===== config.mk =====
export PLATFORM = sky130hd
export DESIGN_NAME = fix_msg_scheduler
export DESIGN_NICKNAME = d
export VERILOG_FILES = /design/src/rtl/fix_msg_scheduler.sv
export SDC_FILE = /design/constraint.sdc
export NUM_CORES = 1
export LEC_CHECK = 0
export BUFFER_PORTS_ARGS = -buffer_cell sky130_fd_sc_hd__buf_2
export CORE_ASPECT_RATIO = 1.4
export CORE_MARGIN = 2
export CORE_UTILIZATION = 65
export DETAILED_ROUTE_END_ITERATION = 12
export PLACE_DENSITY = 0.87
export SLEW_MARGIN = 15
export SYNTH_ARGS = -nofsm -noshare
export SYNTH_HDL_FRONTEND = slang
export SYNTH_SLANG_ARGS = --single-unit

===== constraint.sdc =====
create_clock -name clk -period 4.6 [get_ports clk]
set_input_delay 0.23 -clock clk [delete_from_list [all_inputs] [get_ports clk]]
set_output_delay 0.23 -clock clk [all_outputs]
set_load 0.02 [all_outputs]

===== src/rtl/fix_msg_scheduler.sv =====
// -----------------------------------------------------------------------------
// fix_msg_scheduler
//
// Session-level scheduler for the outgoing FIX message path. It arbitrates
// among Logout, Logon and Heartbeat send requests, starts the body-length
// calculator, hands the captured length to the serializer and waits for the
// serializer to finish. It also owns the outgoing MsgSeqNum (binary value plus
// its decimal digit count) and the heartbeat interval timer.
//
// Ports
//   clk, rst            rising-edge clock, asynchronous active-high reset
//   logon_req_i         request to send a Logon (latched, merged while pending)
//   logout_req_i        request to send a Logout
//   hb_tick_i           one-cycle time-base tick for the heartbeat timer
//   hb_interval_i       heartbeat interval in ticks, 0 disables heartbeats
//   len_valid_i         body-length calculator result valid
//   msg_length_bin_i    binary body length from the calculator
//   tx_done_i           serializer finished the current message
//   start_o             one-cycle start pulse to the body-length calculator
//   create_message_o    message type code of the granted message
//   l_v_msgSeqNum_o     decimal digit count of seq_num_o (1..10)
//   seq_num_o           MsgSeqNum of the message in flight
//   body_len_o          captured body length
//   tx_start_o          one-cycle start pulse to the serializer
//   busy_o              high whenever a message is in flight
//   msg_sent_o          one-cycle pulse when a message completes
//   err_timeout_o       one-cycle pulse when the length never arrived
//   session_active_o    set by a sent Logon, cleared by a sent Logout
// -----------------------------------------------------------------------------
module fix_msg_scheduler #(
    parameter int SEQ_WIDTH = 32,
    parameter int TIMEOUT   = 64,
    parameter int HB_WIDTH  = 8
) (
    input  logic                 clk,
    input  logic                 rst,
    input  logic                 logon_req_i,
    input  logic                 logout_req_i,
    input  logic                 hb_tick_i,
    input  logic [HB_WIDTH-1:0]  hb_interval_i,
    input  logic                 len_valid_i,
    input  logic [7:0]           msg_length_bin_i,
    input  logic                 tx_done_i,
    output logic                 start_o,
    output logic [3:0]           create_message_o,
    output logic [3:0]           l_v_msgSeqNum_o,
    output logic [SEQ_WIDTH-1:0] seq_num_o,
    output logic [7:0]           body_len_o,
    output logic                 tx_start_o,
    output logic                 busy_o,
    output logic                 msg_sent_o,
    output logic                 err_timeout_o,
    output logic                 session_active_o
);

    // Message type codes driven on create_message_o.
    localparam logic [3:0] MSG_LOGON     = 4'd1;
    localparam logic [3:0] MSG_LOGOUT    = 4'd2;
    localparam logic [3:0] MSG_HEARTBEAT = 4'd3;

    localparam int CNT_W = $clog2(TIMEOUT + 1);
    localparam int THR_W = SEQ_WIDTH + 4;

    typedef enum logic [1:0] {
        IDLE     = 2'd0,
        WAIT_LEN = 2'd1,
        WAIT_TX  = 2'd2
    } state_t;

    state_t               state;
    logic                 pend_logout;
    logic                 pend_logon;
    logic                 pend_hb;
    logic [CNT_W-1:0]     timeout_cnt;
    logic [THR_W-1:0]     threshold;
    logic [HB_WIDTH-1:0]  hb_count;

    // -------------------------------------------------------------------------
    // Sequence-number helpers
    // -------------------------------------------------------------------------
    logic [SEQ_WIDTH-1:0] seq_plus;
    logic [THR_W-1:0]     thr_times_ten;
    logic                 seq_at_max;
    logic                 seq_hits_thr;

    always_comb begin
        seq_plus      = seq_num_o + SEQ_WIDTH'(1);
        seq_at_max    = &seq_num_o;
        // The digit count grows exactly when the new value reaches the next
        // power of ten, so a single equality against a running threshold is
        // enough; no divider is needed.
        seq_hits_thr  = ({4'b0000, seq_plus} == threshold);
        // x10 as (x<<3) + (x<<1)
        thr_times_ten = (threshold << 3) + (threshold << 1);
    end

    // -------------------------------------------------------------------------
    // Heartbeat timer
    // -------------------------------------------------------------------------
    logic                hb_enabled;
    logic [HB_WIDTH:0]   hb_count_plus;
    logic                hb_terminal;
    logic                msg_done;
    logic                hb_fire;

    always_comb begin
        hb_enabled    = session_active_o && (hb_interval_i != '0);
        hb_count_plus = {1'b0, hb_count} + {{HB_WIDTH{1'b0}}, 1'b1};
        // >= rather than == so a shrinking interval cannot strand the timer
        // above its new terminal value.
        hb_terminal   = hb_enabled && hb_tick_i &&
                        (hb_count_plus >= {1'b0, hb_interval_i});
        msg_done      = (state == WAIT_TX) && tx_done_i;
        // A completing message reloads the timer, which overrides a terminal
        // tick arriving in the same cycle.
        hb_fire       = hb_terminal && !msg_done;
    end

    always_ff @(posedge clk or posedge rst) begin
        if (rst) begin
            hb_count <= '0;
        end else if (msg_done) begin
            hb_count <= '0;
        end else if (hb_enabled && hb_tick_i) begin
            if (hb_terminal) begin
                hb_count <= '0;
            end else begin
                hb_count <= hb_count_plus[HB_WIDTH-1:0];
            end
        end
    end

    // -------------------------------------------------------------------------
    // Main FSM, pending flags, sequence number and session state
    // -------------------------------------------------------------------------
    always_ff @(posedge clk or posedge rst) begin
        if (rst) begin
            state            <= IDLE;
            pend_logout      <= 1'b0;
            pend_logon       <= 1'b0;
            pend_hb          <= 1'b0;
            timeout_cnt      <= '0;
            start_o          <= 1'b0;
            tx_start_o       <= 1'b0;
            msg_sent_o       <= 1'b0;
            err_timeout_o    <= 1'b0;
            busy_o           <= 1'b0;
            create_message_o <= 4'd0;
            body_len_o       <= 8'd0;
            seq_num_o        <= SEQ_WIDTH'(1);
            l_v_msgSeqNum_o  <= 4'd1;
            threshold        <= THR_W'(10);
            session_active_o <= 1'b0;
        end else begin
            // One-cycle pulses default low.
            start_o       <= 1'b0;
            tx_start_o    <= 1'b0;
            msg_sent_o    <= 1'b0;
            err_timeout_o <= 1'b0;

            case (state)
                IDLE: begin
                    // Fixed priority: Logout > Logon > Heartbeat.
                    if (pend_logout) begin
                        pend_logout      <= 1'b0;
                        create_message_o <= MSG_LOGOUT;
                    end else if (pend_logon) begin
                        pend_logon       <= 1'b0;
                        create_message_o <= MSG_LOGON;
                    end else if (pend_hb) begin
                        pend_hb          <= 1'b0;
                        create_message_o <= MSG_HEARTBEAT;
                    end
                    if (pend_logout || pend_logon || pend_hb) begin
                        start_o     <= 1'b1;
                        busy_o      <= 1'b1;
                        timeout_cnt <= '0;
                        state       <= WAIT_LEN;
                    end
                end

                WAIT_LEN: begin
                    if (len_valid_i) begin
                        body_len_o <= msg_length_bin_i;
                        tx_start_o <= 1'b1;
                        state      <= WAIT_TX;
                    end else if (timeout_cnt == CNT_W'(TIMEOUT - 1)) begin
                        // The granted message is dropped; sequence number and
                        // heartbeat timer are left untouched.
                        err_timeout_o <= 1'b1;
                        busy_o        <= 1'b0;
                        state         <= IDLE;
                    end else begin
                        timeout_cnt <= timeout_cnt + CNT_W'(1);
                    end
                end

                WAIT_TX: begin
                    if (tx_done_i) begin
                        msg_sent_o <= 1'b1;
                        busy_o     <= 1'b0;
                        state      <= IDLE;

                        if (seq_at_max) begin
                            seq_num_o       <= SEQ_WIDTH'(1);
                            l_v_msgSeqNum_o <= 4'd1;
                            threshold       <= THR_W'(10);
                        end else begin
                            seq_num_o <= seq_plus;
                            if (seq_hits_thr) begin
                                l_v_msgSeqNum_o <= l_v_msgSeqNum_o + 4'd1;
                                threshold       <= thr_times_ten;
                            end
                        end

                        if (create_message_o == MSG_LOGON) begin
                            session_active_o <= 1'b1;
                        end else if (create_message_o == MSG_LOGOUT) begin
                            session_active_o <= 1'b0;
                            pend_hb          <= 1'b0;
                        end
                    end
                end

                default: begin
                    busy_o <= 1'b0;
                    state  <= IDLE;
                end
            endcase

            // Requests are latched in every state. Placed after the grant
            // logic so a request coinciding with the grant of the same type
            // re-arms the flag as a new pending message.
            if (logout_req_i) begin
                pend_logout <= 1'b1;
            end
            if (logon_req_i) begin
                pend_logon <= 1'b1;
            end
            if (hb_fire) begin
                pend_hb <= 1'b1;
            end
        end
    end

endmodule


==> impl_metrics.yaml <==
synthesis:
  synth.area.top_cells: "dfrtp_1, ha_1, xnor2_1"
  ys_warn_count: 0
  ys_types: 77
  synthCells: 840
  synthesis.area_um2: 7650
  synth_top_cell_by_area: "dfrtp_1"
  ys_ff_latch: 107
  syn_avg_cell_area_um2: 9.11
  yosysSeqAreaShare: 0.351
  synth-edff-count: 0
  synthArstFlopShare: 1.00
  synth_top_area_share: 0.337
  ys.flop_type: "dfrtp_1"
setup_path:
  path_class: "register to register"
  required_ns: 4.85
  path_max_fanout: 34
  worstRegToRegCells: 11
  worstReg2RegEnd: "threshold[30]"
  r2r_slack_ns: 0.90
  r2r-start: "seq_num_o[0]"
  arrival_ns: 3.94
  start_kind: "register"
  endpoint_kind: "register"
die:
  die_h_um: 132
  ioPinCount: 77
  die_area_um2: 12700
  rows: 46
  placeableCoreArea_um2: 11400
  die_x_um: 95.7
  start_util: 0.671
pwr:
  power.leakage_nw: 4.16
  power.switching_w: 0.000837
  p_clk_frac: 0.316
  combPwrFrac: 0.231
  p_int_w: 0.00172
  swShare: 0.327
  power_density_nw_per_um2: 307
  seqPwrFrac: 0.453
  ir_drop_mv: 0.225
routing:
  drt_pass1_iterations: 5
  drtIter0Drc: 382
  ant_nets: 0
  routed_wl_mm: 19.3
  wl_per_cell_um: 18.6
  drc: 0
  routed-via-count: 6909
  vias_per_cell: 6.64
finish:
  layout-drive-gt1-share: 0.148
  layout.cells.most_common: "dfrtp_1"
  syn2layout_area_growth_pct: 9.09
  stdcell_count: 1040
  nets: 960
  multi_input_area_um2: 4650
  mostFrequentLayoutCells: "dfrtp_1, nand2_1, buf_2, xnor2_1, o21ai_0"
  n_fill_cell: 817
  diodes: 0
  regArea_um2: 2680
sta:
  setup_violations: 0
  period_share: 0.804
  fmax_mhz: 270
  drv_slew: 0
  skew_ns: 0.0107
  min_period_ns: 3.70
  finalSetupTns_ns: 0
  rsz0062_at_grt: "no"
  holdWs_ns: -0.0367
  maxSlewHeadroom: 0.339
  hold_viol: 18
  worst_slew_pin_slew_ns: 0.983
clocking:
  cts_buffers: 9
  clkTransAtPathRegs_ns: 0.08
  cts_resized: 0
  cts.sinks: 107
  clockBufferDepth: 2
  cts_tree: "done"
  htree_levels: 3
  cts-root-buf: "clkbuf_16"
  worstSkewPairLatency_ns: 0.37
  cts_setup_buffers: 0
  ctsHoldBuffers: 0
global_routing:
  grt_overflow_total: 0
  grt_pass1_wl_mm: 31.7
  grt_pass1_vias: 6619
  grt_max_degree: 61
  gr-usage-all-layers: 0.313
  antenna_found_initial: 0
placement:
  routabilityCongestion: 0.926
  placed_cells: 1024
  io_buffers: 74
  dp_hpwl_mm: 14.6
worst_hold_path:
  hp-class: "primary input to asynchronous set/reset pin"
flow_run:
  cap_violations: 0
outcome:
  violations: "negative hold slack"
  outcome: "complete, but fails checks"
[how the worst max path moves through the flow]
stage | to | slack (ns) | startpoint
finish | threshold[30] | 0.90 | seq_num_o[0]
global route | l_v_msgSeqNum_o[3] | 0.57 | seq_num_o[0]
CTS | threshold[30] | 0.92 | seq_num_o[0]
detailed placement | threshold[30] | 0.94 | seq_num_o[0]
global placement | threshold[12] | 1.08 | seq_num_o[0]
floorplan | threshold[22] | 1.34 | seq_num_o[0]
[power by group through the flow]
| stage | clock network, W | registers (W) | logic [W] |
|---|---|---|---|
| final | 0.000809 | 0.00116 | 0.000591 |
| after global routing | 0.000844 | 0.00118 | 0.000651 |
| after CTS | 0.000809 | 0.00116 | 0.000596 |
| after detailed placement | 0 | 0.00117 | 0.000591 |
| after global placement | 0 | 0.00116 | 0.000566 |
| after floorplan | 0 | 0.00124 | 0.000345 |
[per-layer routing]
metal / track usage / routed length, um
met2: 0.533 / 10000
met5: 0 / 0
met3: 0.0360 / 1040
met4: 0.160 / 741
met1: 0.383 / 7520
[metrics by stage]
stage               area (um^2)  power (W)  utilization  hold WS [ns]  worst slack, ns
finish                     8350    0.00256        0.732       -0.0367            0.902
global route               8350    0.00267        0.732        0.0499            0.571
CTS                        8350    0.00256        0.732       0.00379            0.918
detailed placement         8040    0.00176        0.705         0.387            0.941
global placement           8040    0.00173        0.705         0.377             1.08
floorplan                  7650    0.00158            -         0.338             1.34
[registers in the layout (all words and copies together), names as in the netlist]
register and count:
msg_sent_o 1, err_timeout_o 1, seq_num_o 32, pend_logon 1
threshold 35, busy_o 1, body_len_o 8, start_o 1
pend_logout 1, create_message_o 2, timeout_cnt 7, pend_hb 1
l_v_msgSeqNum_o 4, hb_count 8, tx_start_o 1, state 2
session_active_o 1
[critical path, stage by stage (launching register included)]
cell	delay, ns
dfstp_2	0.61
ha_1	0.29
nand3_1	0.25
nor4_4	0.50
nand3_2	0.19
o21a_1	0.23
or3_1	0.33
a31oi_1	0.29
and4_1	0.31
a21oi_2	0.04
buf_4	0.25
a22o_1	0.28
[cells in the mapped netlist (22+ instances only)]
library cell    n
nor2_1         37
ha_1           45
xnor2_1        54
dfrtp_1       103
a21oi_1        43
xor2_1         34
nand2_1        80
nand3_1        32
clkbuf_1       22
inv_1          29
o21ai_0        50
a22o_1         29
[kinds of logic after synthesis]
kind of cell / synth area share
flip-flops: 0.351
multiplexers: 0.0200
XOR/XNOR: 0.101
adder cells (fa/ha/maj): 0.0762
buffers and inverters: 0.0425
AO/OA/AOI/OAI: 0.209
other: 0.000490
AND/OR/NAND/NOR: 0.200
[final cells by class]
| cell class | instances | area share |
|---|---|---|
| clock buffers | 10 | 0.0286 |
| flip-flops and latches | 107 | 0.321 |
| inverters | 29 | 0.0133 |
| well taps | 144 | 0.0216 |
| repair buffers | 80 | 0.0498 |
| clock inverters | 6 | 0.00854 |
| multi-input cells | 664 | 0.557 |
Power figures use the tool's default switching activity.
